**src/rtl/serial_ripple_subtractor_pkg.sv**
```systemverilog
// Shared types and constants for the bit-serial subtractor.
package serial_ripple_subtractor_pkg;

    localparam int STATE_W       = 2;
    localparam int DEFAULT_WIDTH = 4;

    typedef enum logic [STATE_W-1:0] {
        IDLE = 2'd0,
        RUN  = 2'd1,
        DONE = 2'd2
    } state_t;

endpackage

```
**src/rtl/serial_ripple_subtractor_full_subtractor.sv**
```systemverilog
// Single full-subtractor cell, reused once per bit-cycle by the serial subtractor.
module full_subtractor
    import serial_ripple_subtractor_pkg::*;
(
    input  logic A,
    input  logic B,
    input  logic bin,
    output logic Diff,
    output logic Bout
);

    assign Diff = A ^ B ^ bin;
    assign Bout = (~A & B) | (~(A ^ B) & bin);

endmodule

```
**src/rtl/serial_ripple_subtractor.sv**
```systemverilog
// Bit-serial subtractor: diff = a - b - bin over WIDTH cycles, LSB first,
// framed by a start/busy/done handshake.
module serial_ripple_subtractor
    import serial_ripple_subtractor_pkg::*;
#(
    parameter int WIDTH = DEFAULT_WIDTH
) (
    input  logic             clk,
    input  logic             rst,
    input  logic             start,
    input  logic [WIDTH-1:0] a,
    input  logic [WIDTH-1:0] b,
    input  logic             bin,
    output logic             busy,
    output logic             done,
    output logic [WIDTH-1:0] diff,
    output logic             bout
);

    localparam int CNT_W = $clog2(WIDTH) + 1;

    state_t             r_state;
    logic [WIDTH-1:0]   r_aSr;
    logic [WIDTH-1:0]   r_bSr;
    logic [WIDTH-1:0]   r_resSr;
    logic               r_brw;
    logic [CNT_W-1:0]   r_cnt;
    logic [WIDTH-1:0]   r_diff;
    logic               r_bout;

    logic               w_d;
    logic               w_brwNext;
    logic [WIDTH-1:0]   w_resNext;
    logic               w_lastBit;

    full_subtractor u_cell (
        .A    (r_aSr[0]),
        .B    (r_bSr[0]),
        .bin  (r_brw),
        .Diff (w_d),
        .Bout (w_brwNext)
    );

    // A one-bit result register has no upper bits to shift down.
    generate
        if (WIDTH == 1) begin : g_resNarrow
            assign w_resNext = w_d;
        end else begin : g_resWide
            assign w_resNext = {w_d, r_resSr[WIDTH-1:1]};
        end
    endgenerate

    assign w_lastBit = (r_cnt == CNT_W'(WIDTH - 1));

    always_ff @(posedge clk or posedge rst) begin
        if (rst) begin
            r_state <= IDLE;
            r_aSr   <= '0;
            r_bSr   <= '0;
            r_resSr <= '0;
            r_brw   <= 1'b0;
            r_cnt   <= '0;
            r_diff  <= '0;
            r_bout  <= 1'b0;
        end else begin
            case (r_state)
                IDLE, DONE: begin
                    if (start) begin
                        r_aSr   <= a;
                        r_bSr   <= b;
                        r_brw   <= bin;
                        r_cnt   <= '0;
                        r_state <= RUN;
                    end else begin
                        r_state <= IDLE;
                    end
                end
                RUN: begin
                    r_resSr <= w_resNext;
                    r_aSr   <= r_aSr >> 1;
                    r_bSr   <= r_bSr >> 1;
                    r_brw   <= w_brwNext;
                    r_cnt   <= r_cnt + CNT_W'(1);
                    if (w_lastBit) begin
                        r_diff  <= w_resNext;
                        r_bout  <= w_brwNext;
                        r_state <= DONE;
                    end
                end
                default: r_state <= IDLE;
            endcase
        end
    end

    assign busy = (r_state == RUN);
    assign done = (r_state == DONE);
    assign diff = r_diff;
    assign bout = r_bout;

endmodule

```
**config.mk**
```make
export PLATFORM = sky130hd
export DESIGN_NAME = serial_ripple_subtractor
export DESIGN_NICKNAME = d
export VERILOG_FILES = /design/src/rtl/serial_ripple_subtractor_pkg.sv /design/src/rtl/serial_ripple_subtractor_full_subtractor.sv /design/src/rtl/serial_ripple_subtractor.sv
export SDC_FILE = /design/constraint.sdc
export NUM_CORES = 1
export LEC_CHECK = 0
export ABC_AREA = 0
export CORE_ASPECT_RATIO = 1.5
export CORE_UTILIZATION = 50
export DETAILED_ROUTE_END_ITERATION = 6
export PLACE_DENSITY_LB_ADDON = 0.25
export SLEW_MARGIN = 30
export SYNTH_ARGS = -nofsm -noshare
export SYNTH_HDL_FRONTEND = slang
export SYNTH_SLANG_ARGS = --single-unit
export TNS_END_PERCENT = 100
```
**constraint.sdc**
```tcl
create_clock -name clk -period 1.93 [get_ports clk]
set_clock_uncertainty 0.05 [all_clocks]
set_input_delay 0.386 -clock clk [delete_from_list [all_inputs] [get_ports clk]]
set_output_delay 0.386 -clock clk [all_outputs]
set_load 0.02 [all_outputs]
```
==> impl_metrics.yaml <==
finish:
  diodes: 0
  most-common-layout-cells: "dfrtp_1, clkdlybuf4s50_1, nand2_1"
  layout_commonest_cell: "dfrtp_1"
  drive_above_1_share_pct: 18.0
  final_nets: 127
  design_area_sq_um: 1260
  syn2layout_area_growth_pct: 22.0
  nFillCells: 150
die:
  dieHeight_um: 57.7
  std_cell_rows: 19
  dieArea_sq_um: 2260
  core_sq_um: 1880
  dieWidth_um: 39.1
  initial_core_util_pct: 55.1
  num_io_pins: 19
route:
  drt_iter0_drc: 13
  drc_errors: 0
  firstDrtPassIters: 4
  ant_nets: 0
  wl_per_cell_um: 13.4
  wirelength_um: 1780
  routed-via-count: 703
  viasPerCell: 5.33
worst_setup_path:
  crit_fanout: 8
  arrival_ps: 1310
  r2r-start: "r_cnt[0]"
  worstSetupStartpointType: "flop"
  required_ps: 1490
  rr_endpoint: "diff[0]"
  r2r_cells: 4
  rrSetupSlack_ps: 440
  end_kind: "output port"
  crit_type: "flop to output port"
timing:
  setup_viol: 0
  tns_ps: 0
  drv_slew: 0
  maxSlewHeadroom_pct: 78.9
  tightestPinTransition_ps: 317
  post-route-period-util_pct: 90.2
  rsz0062_at_grt: "false"
  fin_crit_ps: 1740
  timing.fmax_mhz: 574
  hold_violations: 0
outcome:
  status: "completed"
synthesis:
  ys_seq_elements: 22
  synth-async-reset-ratio_pct: 100
  netlist_instances: 90
  synth_ff_type: "dfrtp_1"
  synth.avg_cell_area_sq_um: 11.5
  syn_nets: 105
  synthesis.area_sq_um: 1030
  ys_seq_area_share_pct: 53.2
  synth_cell_type_count: 27
  ys_warn_count: 0
  synth_edf_count: 0
power_and_ir_drop:
  intPower_mw: 1.34
  p_leak_nw: 0.605
  irDropWorstVdd_uv: 979
  swShare_pct: 37.5
  power_density_nw_per_um2: 1700
  p_sw_mw: 0.804
  combPwrFrac_pct: 50.2
  p_clk_share_pct: 11.5
  seqPwrFrac_pct: 38.3
worst_hold_path:
  hp-class: "input pin to async pin"
global_route:
  antenna_found_initial: 0
  grt_pass1_wl_um: 3030
  grt_usage_pct: 18.8
  grt.overflow.total: 0
  grt_pass1_vias: 730
  grt_max_degree: 23
clock_tree:
  htree_levels: 1
  cts-root-buf: "clkbuf_4"
  cts.sinks: 22
  cts_tree: "yes"
  clk_pin_slew_ps: 120
  clk_latency_ps: 300
  cts_buffers: 3
  cts_buffer_depth: 2
  cts_setup_buffers: 0
flow_run:
  drv_cap: 0
placement:
  place_area_sq_um: 1230
  place_hpwl_um: 1350
  gp_congestion: 0.714
  numPortBuffers: 18
[cell usage after synthesis (all sizes together) (4+ instances only)]
library cell | number | area [sq um]
dfrtp | 22 | 551
nand2 | 11 | 41.3
nor2 | 7 | 33.8
buf | 6 | 51.3
inv | 6 | 22.5
o22ai | 6 | 43.8
mux2 | 5 | 71.3
nor3 | 5 | 25.0
a22o | 4 | 35.0
o21ai | 4 | 20.0
[timing repair]
item,in CTS,in global routing
setup endpoints to repair,2,0
resized for setup,3,0
hold buffers,0,0
[state kept, by name, summed over array words and instances, names as in the netlist]
register,cells
bout,1
diff,4
r_aSr,4
r_bSr,4
r_brw,1
r_cnt,3
r_resSr,3
r_state,2
[power by group through the flow]
| stage | Sequential (mW) | Combinational [mW] | Clock (mW) |
|---|---|---|---|
| after floorplan | 0.862 | 0.762 | 0 |
| after detailed placement | 0.833 | 1.10 | 0 |
| after CTS | 0.824 | 1.09 | 0.251 |
| after global routing | 0.851 | 1.20 | 0.273 |
| after global placement | 0.826 | 1.06 | 0 |
| final | 0.821 | 1.08 | 0.247 |
[routing by layer]
layer / up-vias / GRT usage (%) / share of wire, %
met5: - / 0 / 0
met4: 0 / 5.91 / 0.90
met2: 9 / 30.5 / 52
met1: 344 / 25.0 / 44
li1: 348 / - / -
met3: 2 / 3.45 / 2.7
[worst max path at each step]
| stage | from | to | slack, ps | cells past startpoint |
|---|---|---|---|---|
| floorplan | r_cnt[0] | diff[0] | 540 | 4 |
| global placement | r_state[1] | busy | 240 | 3 |
| detailed placement | r_state[1] | busy | 230 | 3 |
| CTS | r_state[1] | busy | 180 | 3 |
| global route | r_state[1] | busy | 120 | 3 |
| finish | r_state[1] | busy | 190 | 3 |
[critical path, stage by stage, from the launching register on]
cell and delay (ps):
dfrtp_2 480, nand2b_4 160, inv_2 50, dlygate4sd2_1 320
[stage by stage]
step	setup slack (ps)	power (mW)	util [%]	hold slack, ps	instances
global route	119	2.33	67.2	354	132
floorplan	541	1.62	-	325	90
CTS	181	2.17	67.2	357	132
global placement	241	1.89	65.4	416	128
detailed placement	228	1.93	65.4	419	128
finish	188	2.15	67.2	347	132
[layout make-up]
type,instances,area [sq um],share of cell area (%)
multi-input combinational,56,410,32.5
sequential,22,552,43.7
tap,21,26.3,2.08
timing repair buffer,23,215,17.0
inverter,6,22.5,1.78
clock buffer,4,36.3,2.87
[cell families (layout without fill, tap and decap cells)]
kind of cell	Yosys count	after routing	synth area share, %
DFF	22	22	53.2
AOI/OAI and AO/OA	17	17	11.4
buffers and inverters	12	33	7.13
adders and majority gates	3	3	4.35
muxes	6	6	7.86
xor gates and xnor gates	1	1	0.847
and+or+nand+nor	29	29	15.2
Note: power is estimated with default switching activity, not from simulation.
